### src/rtl/ram_loader_if.sv
// Stream-in and RAM-write bundle for the boot loader.
// master: the side that sources program bytes and observes RAM writes.
// slave : the loader itself.
interface ram_loader_if #(
  parameter int ADDR_WIDTH = 4,
  parameter int DATA_WIDTH = 8
);
  logic                  in_valid;
  logic [DATA_WIDTH-1:0] in_data;
  logic                  in_last;
  logic                  in_ready;
  logic                  ram_we;
  logic [ADDR_WIDTH-1:0] ram_addr;
  logic [DATA_WIDTH-1:0] ram_wdata;

  modport master (
    output in_valid, in_data, in_last,
    input  in_ready, ram_we, ram_addr, ram_wdata
  );

  modport slave (
    input  in_valid, in_data, in_last,
    output in_ready, ram_we, ram_addr, ram_wdata
  );
endinterface

### src/rtl/ram_loader.sv
// Boot-time program loader: holds the CPU in reset, zero-fills a RAM range,
// streams a program into RAM from address 0, then releases the CPU after a
// short delay. All outputs are registered except in_ready.
module ram_loader #(
  parameter int ADDR_WIDTH    = 4,
  parameter int DATA_WIDTH    = 8,
  parameter int CLEAR_START   = 0,
  parameter int CLEAR_END     = 15,
  parameter int RELEASE_DELAY = 2
) (
  input  logic                clk,
  input  logic                reset_n,
  input  logic                start,
  ram_loader_if.slave         bus,
  output logic                cpu_reset,
  output logic                busy,
  output logic                done,
  output logic                overflow,
  output logic [ADDR_WIDTH:0] load_count
);

  localparam logic [ADDR_WIDTH-1:0] START_ADDR = ADDR_WIDTH'(CLEAR_START);
  localparam logic [ADDR_WIDTH-1:0] END_ADDR   = ADDR_WIDTH'(CLEAR_END);
  // Pointer value of the last RAM word; a non-final byte here means overflow.
  localparam logic [ADDR_WIDTH:0]   LAST_PTR   = (ADDR_WIDTH+1)'((2**ADDR_WIDTH) - 1);
  localparam int                    RW         = (RELEASE_DELAY > 1) ? $clog2(RELEASE_DELAY) : 1;
  localparam logic [RW-1:0]         REL_LAST   = RW'(RELEASE_DELAY - 1);

  typedef enum logic [2:0] {
    IDLE,
    CLEAR,
    LOAD,
    RELEASE,
    RUN
  } state_t;

  state_t        state;
  logic [RW-1:0] rel_cnt;

  // The stream is accepted in every LOAD cycle; no backpressure within LOAD.
  assign bus.in_ready = (state == LOAD);

  // Sequencer: clear, load, release; every write and status flag is registered.
  always_ff @(posedge clk or negedge reset_n) begin
    if (!reset_n) begin
      state         <= IDLE;
      rel_cnt       <= '0;
      cpu_reset     <= 1'b1;
      bus.ram_we    <= 1'b0;
      bus.ram_addr  <= '0;
      bus.ram_wdata <= '0;
      busy          <= 1'b0;
      done          <= 1'b0;
      overflow      <= 1'b0;
      load_count    <= '0;
    end else begin
      case (state)
        IDLE, RUN: begin
          if (start) begin
            state         <= CLEAR;
            cpu_reset     <= 1'b1;
            busy          <= 1'b1;
            done          <= 1'b0;
            overflow      <= 1'b0;
            load_count    <= '0;
            bus.ram_we    <= 1'b1;
            bus.ram_addr  <= START_ADDR;
            bus.ram_wdata <= '0;
          end
        end

        CLEAR: begin
          if (bus.ram_addr == END_ADDR) begin
            state      <= LOAD;
            bus.ram_we <= 1'b0;
            load_count <= '0;
          end else begin
            bus.ram_addr <= bus.ram_addr + 1'b1;
          end
        end

        LOAD: begin
          if (bus.in_valid) begin
            bus.ram_we    <= 1'b1;
            bus.ram_addr  <= load_count[ADDR_WIDTH-1:0];
            bus.ram_wdata <= bus.in_data;
            load_count    <= load_count + 1'b1;
            if (bus.in_last || (load_count == LAST_PTR)) begin
              state   <= RELEASE;
              rel_cnt <= '0;
              if (!bus.in_last) begin
                overflow <= 1'b1;
              end
            end
          end else begin
            bus.ram_we <= 1'b0;
          end
        end

        RELEASE: begin
          bus.ram_we <= 1'b0;
          if (rel_cnt == REL_LAST) begin
            state     <= RUN;
            cpu_reset <= 1'b0;
            busy      <= 1'b0;
            done      <= 1'b1;
          end else begin
            rel_cnt <= rel_cnt + 1'b1;
          end
        end

        default: begin
          state <= IDLE;
        end
      endcase
    end
  end

endmodule

### src/flat_wrapper.sv
// flat-port wrapper written by rule: the top's interface ports become plain ports
module ram_loader_flat 
#(
  parameter int ADDR_WIDTH    = 4,
  parameter int DATA_WIDTH    = 8,
  parameter int CLEAR_START   = 0,
  parameter int CLEAR_END     = 15,
  parameter int RELEASE_DELAY = 2
)
  (clk, reset_n, start, cpu_reset, busy, done, overflow, load_count, bus_in_valid, bus_in_data, bus_in_last, bus_in_ready, bus_ram_we, bus_ram_addr, bus_ram_wdata);
  ram_loader_if #(.ADDR_WIDTH(ADDR_WIDTH), .DATA_WIDTH(DATA_WIDTH)) bus_i ();
  input  logic clk;
  input  logic reset_n;
  input  logic start;
  output logic cpu_reset;
  output logic busy;
  output logic done;
  output logic overflow;
  output logic [ADDR_WIDTH:0] load_count;
  input wire logic [$bits(bus_i.in_valid)-1:0] bus_in_valid;
  input wire logic [$bits(bus_i.in_data)-1:0] bus_in_data;
  input wire logic [$bits(bus_i.in_last)-1:0] bus_in_last;
  output wire logic [$bits(bus_i.in_ready)-1:0] bus_in_ready;
  output wire logic [$bits(bus_i.ram_we)-1:0] bus_ram_we;
  output wire logic [$bits(bus_i.ram_addr)-1:0] bus_ram_addr;
  output wire logic [$bits(bus_i.ram_wdata)-1:0] bus_ram_wdata;
  assign bus_i.in_valid = bus_in_valid;
  assign bus_i.in_data = bus_in_data;
  assign bus_i.in_last = bus_in_last;
  assign bus_in_ready = bus_i.in_ready;
  assign bus_ram_we = bus_i.ram_we;
  assign bus_ram_addr = bus_i.ram_addr;
  assign bus_ram_wdata = bus_i.ram_wdata;
  ram_loader #(.ADDR_WIDTH(ADDR_WIDTH), .DATA_WIDTH(DATA_WIDTH), .CLEAR_START(CLEAR_START), .CLEAR_END(CLEAR_END), .RELEASE_DELAY(RELEASE_DELAY)) u_core (.clk(clk), .reset_n(reset_n), .start(start), .bus(bus_i), .cpu_reset(cpu_reset), .busy(busy), .done(done), .overflow(overflow), .load_count(load_count));
endmodule
### config.mk
export PLATFORM = sky130hd
export DESIGN_NAME = ram_loader_flat
export DESIGN_NICKNAME = d
export VERILOG_FILES = /design/src/rtl/ram_loader_if.sv /design/src/rtl/ram_loader.sv /design/src/flat_wrapper.sv
export SDC_FILE = /design/constraint.sdc
export NUM_CORES = 1
export LEC_CHECK = 0
export CAP_MARGIN = 20
export CORE_MARGIN = 1
export CORE_UTILIZATION = 51
export DETAILED_ROUTE_END_ITERATION = 6
export MAX_ROUTING_LAYER = met4
export PLACE_DENSITY = 0.8
export SYNTH_ARGS = -nofsm -noshare
export SYNTH_HDL_FRONTEND = slang
export SYNTH_SLANG_ARGS = --single-unit
### constraint.sdc
create_clock -name clk -period 3 [get_ports clk]
set_input_delay 0.45 -clock clk [delete_from_list [all_inputs] [get_ports clk]]
set_output_delay 0.45 -clock clk [all_outputs]
set_load 0.05 [all_outputs]
==> impl_metrics.csv <==
group,metric,value,unit
clock_network,cts_setup_buffers,0,
grt,grt_pass1_wl,4.60,mm
floorplan,die-area,2870,sq um
placed_design,placed_area,1710,sq um
setup_path,path_depth,3,
final_layout,drive_gt1_share,10.9,%
floorplan,die_w,53.6,um
setup_path,critPathSlowestCell,"clkdlybuf4s50_1",
setup_path,r2r_cells,6,
floorplan,die_h,53.6,um
timing,rsz0062_at_grt,"no",
final_layout,nFillCells,209,
clock_network,tritoncts,"built",
floorplan,io_pins,36,
synthesis,yosysWarnings,0,
clock_network,cts.clk_slew.worst_paths,0.14,ns
detailed_routing,antenna_left,0,
detailed_routing,drc,0,
setup_path,crit_path_max_incr_delay,0.81,ns
timing,setup_tns,0,ns
clock_network,cts_buffers,3,
placed_design,io_buffers,35,
timing,layout_min_cycle_time,2.83,ns
timing,fmax,0.354,GHz
synthesis,synthesis.area_per_instance,9.69,sq um
placed_design,dp_hpwl,2.13,mm
clock_network,clock-sinks,26,
clock_network,root_buffer,"clkbuf_4",
worst_hold_path,holdCritPathClass,"input pin to async pin",
power,power_density,757,nW/um^2
clock_network,clk_latency,0.32,ns
timing,hold_viol,0,
clock_network,htree_levels,1,
final_layout,syn2layout_area_growth,28.6,%
synthesis,syn-num-nets,156,
detailed_routing,wl_per_cell,14.2,um
detailed_routing,drt-total-wl,2.89,mm
setup_path,end_kind,"output port",
detailed_routing,drt_iter0_drc,29,
detailed_routing,vias,1147,
synthesis,syn_inst,140,
clock_network,cts_resized,0,
synthesis,ys_seq_area_share,48.1,%
synthesis,synth_area,1360,sq um
floorplan,start_util,54.3,%
timing,worst_slew_pin_slew,0.519,ns
setup_path,cp.arrival,2.38,ns
clock_network,cts_buffer_depth,2,
setup_path,crit_path_start_kind,"flip-flop",
synthesis,synth_cell_types,44,
setup_path,worstPathCellList,"or3b_4 > clkinv_4 > clkdlybuf4s50_1",
clock_network,hold_buffers,0,
synthesis,ys_seq_elements,26,
grt,antenna_found_initial,0,
detailed_routing,avgViaCountPerCell,5.62,
outcome,status,"complete, no violations",
placed_design,gp_congestion,0.848,
detailed_routing,firstDrtPassIters,4,
timing,finalMaxSlewViolations,0,
grt,grt_pass1_vias,1038,
setup_path,crit_required,2.55,ns
timing,finClkSkew,0.00475,ns
setup_path,path_max_fanout,16,
setup_path,critical-path-top-delay-family,"buffers and inverters",
final_layout,num_antenna_cells,0,
floorplan,rows,18,
timing,slew_headroom,65.3,%
grt,overflow,0,
setup_path,crit_buf_inv,2,
grt,grt.total_usage,23.2,%
setup_path,path_class,"flip-flop to output port",
grt,grt_max_degree,27,
power,power.leakage,0.000773,uW
final_layout,final_nets,191,
flow_run,maxCapViolations,0,
power,vdd_drop_max,0.000659,V
timing,setup_viol,0,
floorplan,core_area,2500,sq um
final_layout,design_area,1740,sq um
timing,period_share,94.2,%
## cell usage in the layout (no fill, tap or decap), drive strengths merged, types with 2 or more instances in the layout
cell           count
clkdlybuf4s50     35
nand2             30
dfrtp             25
nand3             13
o21ai             13
inv                7
nor2               7
a21oi              5
clkbuf             4
ha                 3
and3               2
nor3b              2
a31oi              2
a211oi             2
or3b               2
o31ai              2
## cells in the mapped netlist, drive strengths merged
| master | instances | area (sq um) |
|---|---|---|
| nand2 | 30 | 118 |
| a21oi | 5 | 25.0 |
| nor3b | 2 | 37.5 |
| dfrtp | 25 | 626 |
| and3 | 2 | 12.5 |
| o311ai | 1 | 8.76 |
| a31oi | 2 | 12.5 |
| and2 | 1 | 6.26 |
| or3b | 2 | 20.0 |
| a211oi | 2 | 40.0 |
| nor2 | 7 | 28.8 |
| ha | 3 | 37.5 |
| a22o | 1 | 8.76 |
| nor2b | 1 | 6.26 |
| o31ai | 2 | 20.0 |
| o211ai | 1 | 7.51 |
| nand2b | 1 | 6.26 |
| o21a | 1 | 7.51 |
| or2 | 1 | 6.26 |
| and2b | 1 | 7.51 |
| clkinv | 1 | 8.76 |
| inv | 7 | 26.3 |
| nand3 | 13 | 65.1 |
| dfstp | 1 | 26.3 |
| a22oi | 1 | 7.51 |
| o41ai | 1 | 8.76 |
| mux2 | 1 | 11.3 |
| clkbuf | 2 | 8.75 |
| and4bb | 1 | 16.3 |
| buf | 4 | 35.0 |
| o2bb2ai | 1 | 8.76 |
| a31o | 1 | 8.76 |
| nor3 | 1 | 5.00 |
| a32oi | 1 | 8.76 |
| o21ai | 13 | 68.8 |
## final timing paths
| kind | start | endpoint | slack [ns] |
|---|---|---|---|
| worst max-delay path | u_core.state[1]$_DFFE_PN0P_ | bus_in_ready | 0.17 |
| worst min-delay path | reset_n | u_core.bus.ram_wdata[1]$_DFFE_PN0P_ | 0.46 |
| worst max register to register | u_core.load_count[0]$_DFFE_PN0P_ | u_core.state[0]$_DFFE_PN0P_ | 1.19 |
| worst min register to register | u_core.bus.ram_wdata[3]$_DFFE_PN0P_ | u_core.bus.ram_wdata[3]$_DFFE_PN0P_ | 0.48 |
| max in group asynchronous | reset_n | u_core.cpu_reset$_DFFE_PN1P_ | 2.25 |
| min in group clk | u_core.bus.ram_wdata[3]$_DFFE_PN0P_ | u_core.bus.ram_wdata[3]$_DFFE_PN0P_ | 0.48 |
## registers in the layout, summed over array words and instances (netlist names)
register and count:
u_core.rel_cnt 1, u_core.overflow 1, u_core.bus.ram_addr 4, u_core.state 3, u_core.busy 1, u_core.done 1
u_core.load_count 5, u_core.bus.ram_wdata 8, u_core.bus.ram_we 1, u_core.cpu_reset 1
## cell families (layout without fill, tap and decap cells)
kind of cell / Yosys count / in the layout / synth area share, %
AO/OA/AOI/OAI: 33 / 33 / 17.8
adder cells (fa/ha/maj): 3 / 3 / 2.77
buffers and inverters: 14 / 48 / 5.81
flip-flops: 26 / 26 / 48.1
multiplexers: 1 / 1 / 0.830
AND/OR/NAND/NOR: 63 / 63 / 24.7
## final cells by class
class | count | area, sq um | share of cell area, %
timing repair buffer | 36 | 358 | 20.5
tap | 30 | 37.5 | 2.15
multi-input combinational | 100 | 626 | 35.9
sequential | 26 | 652 | 37.4
clock buffer | 4 | 36.3 | 2.08
inverter | 8 | 35.0 | 2.01
## worst reg2reg max path, cell delays in order (launching register included)
cell and delay [ns]:
dfrtp_1 0.46, ha_1 0.24, and3_1 0.19, ha_1 0.19, o211ai_1 0.27, o21ai_0 0.17, o21a_1 0.19
## per-layer routing
layer | GRT usage, % | vias up | part of all wire, %
met4 | 5.26 | 0 | 1.0
li1 | - | 559 | -
met5 | - | - | 0
met3 | 3.67 | 5 | 5.6
met1 | 29.0 | 540 | 44
met2 | 39.4 | 43 | 49
## through the flow
stage | instances | util [%] | power (uW) | hold WS, ns | setup WS [ns]
floorplan | 140 | - | 951 | 0.154 | 1.12
global placement | 200 | 68.3 | 1130 | 0.450 | 0.612
detailed placement | 200 | 68.3 | 1140 | 0.456 | 0.565
CTS | 204 | 69.8 | 1330 | 0.472 | 0.184
global route | 204 | 69.8 | 1390 | 0.500 | 0.0845
finish | 204 | 69.8 | 1320 | 0.460 | 0.174
## power by group
| group | leakage, uW | internal [uW] | switching [uW] |
|---|---|---|---|
| Combinational | 0.000411 | 234 | 386 |
| Sequential | 0.000341 | 428 | 96.2 |
| Clock | 0.0000210 | 74.3 | 101 |
| Total | 0.000773 | 736 | 584 |
No activity file was read; power rests on OpenSTA's default activity.
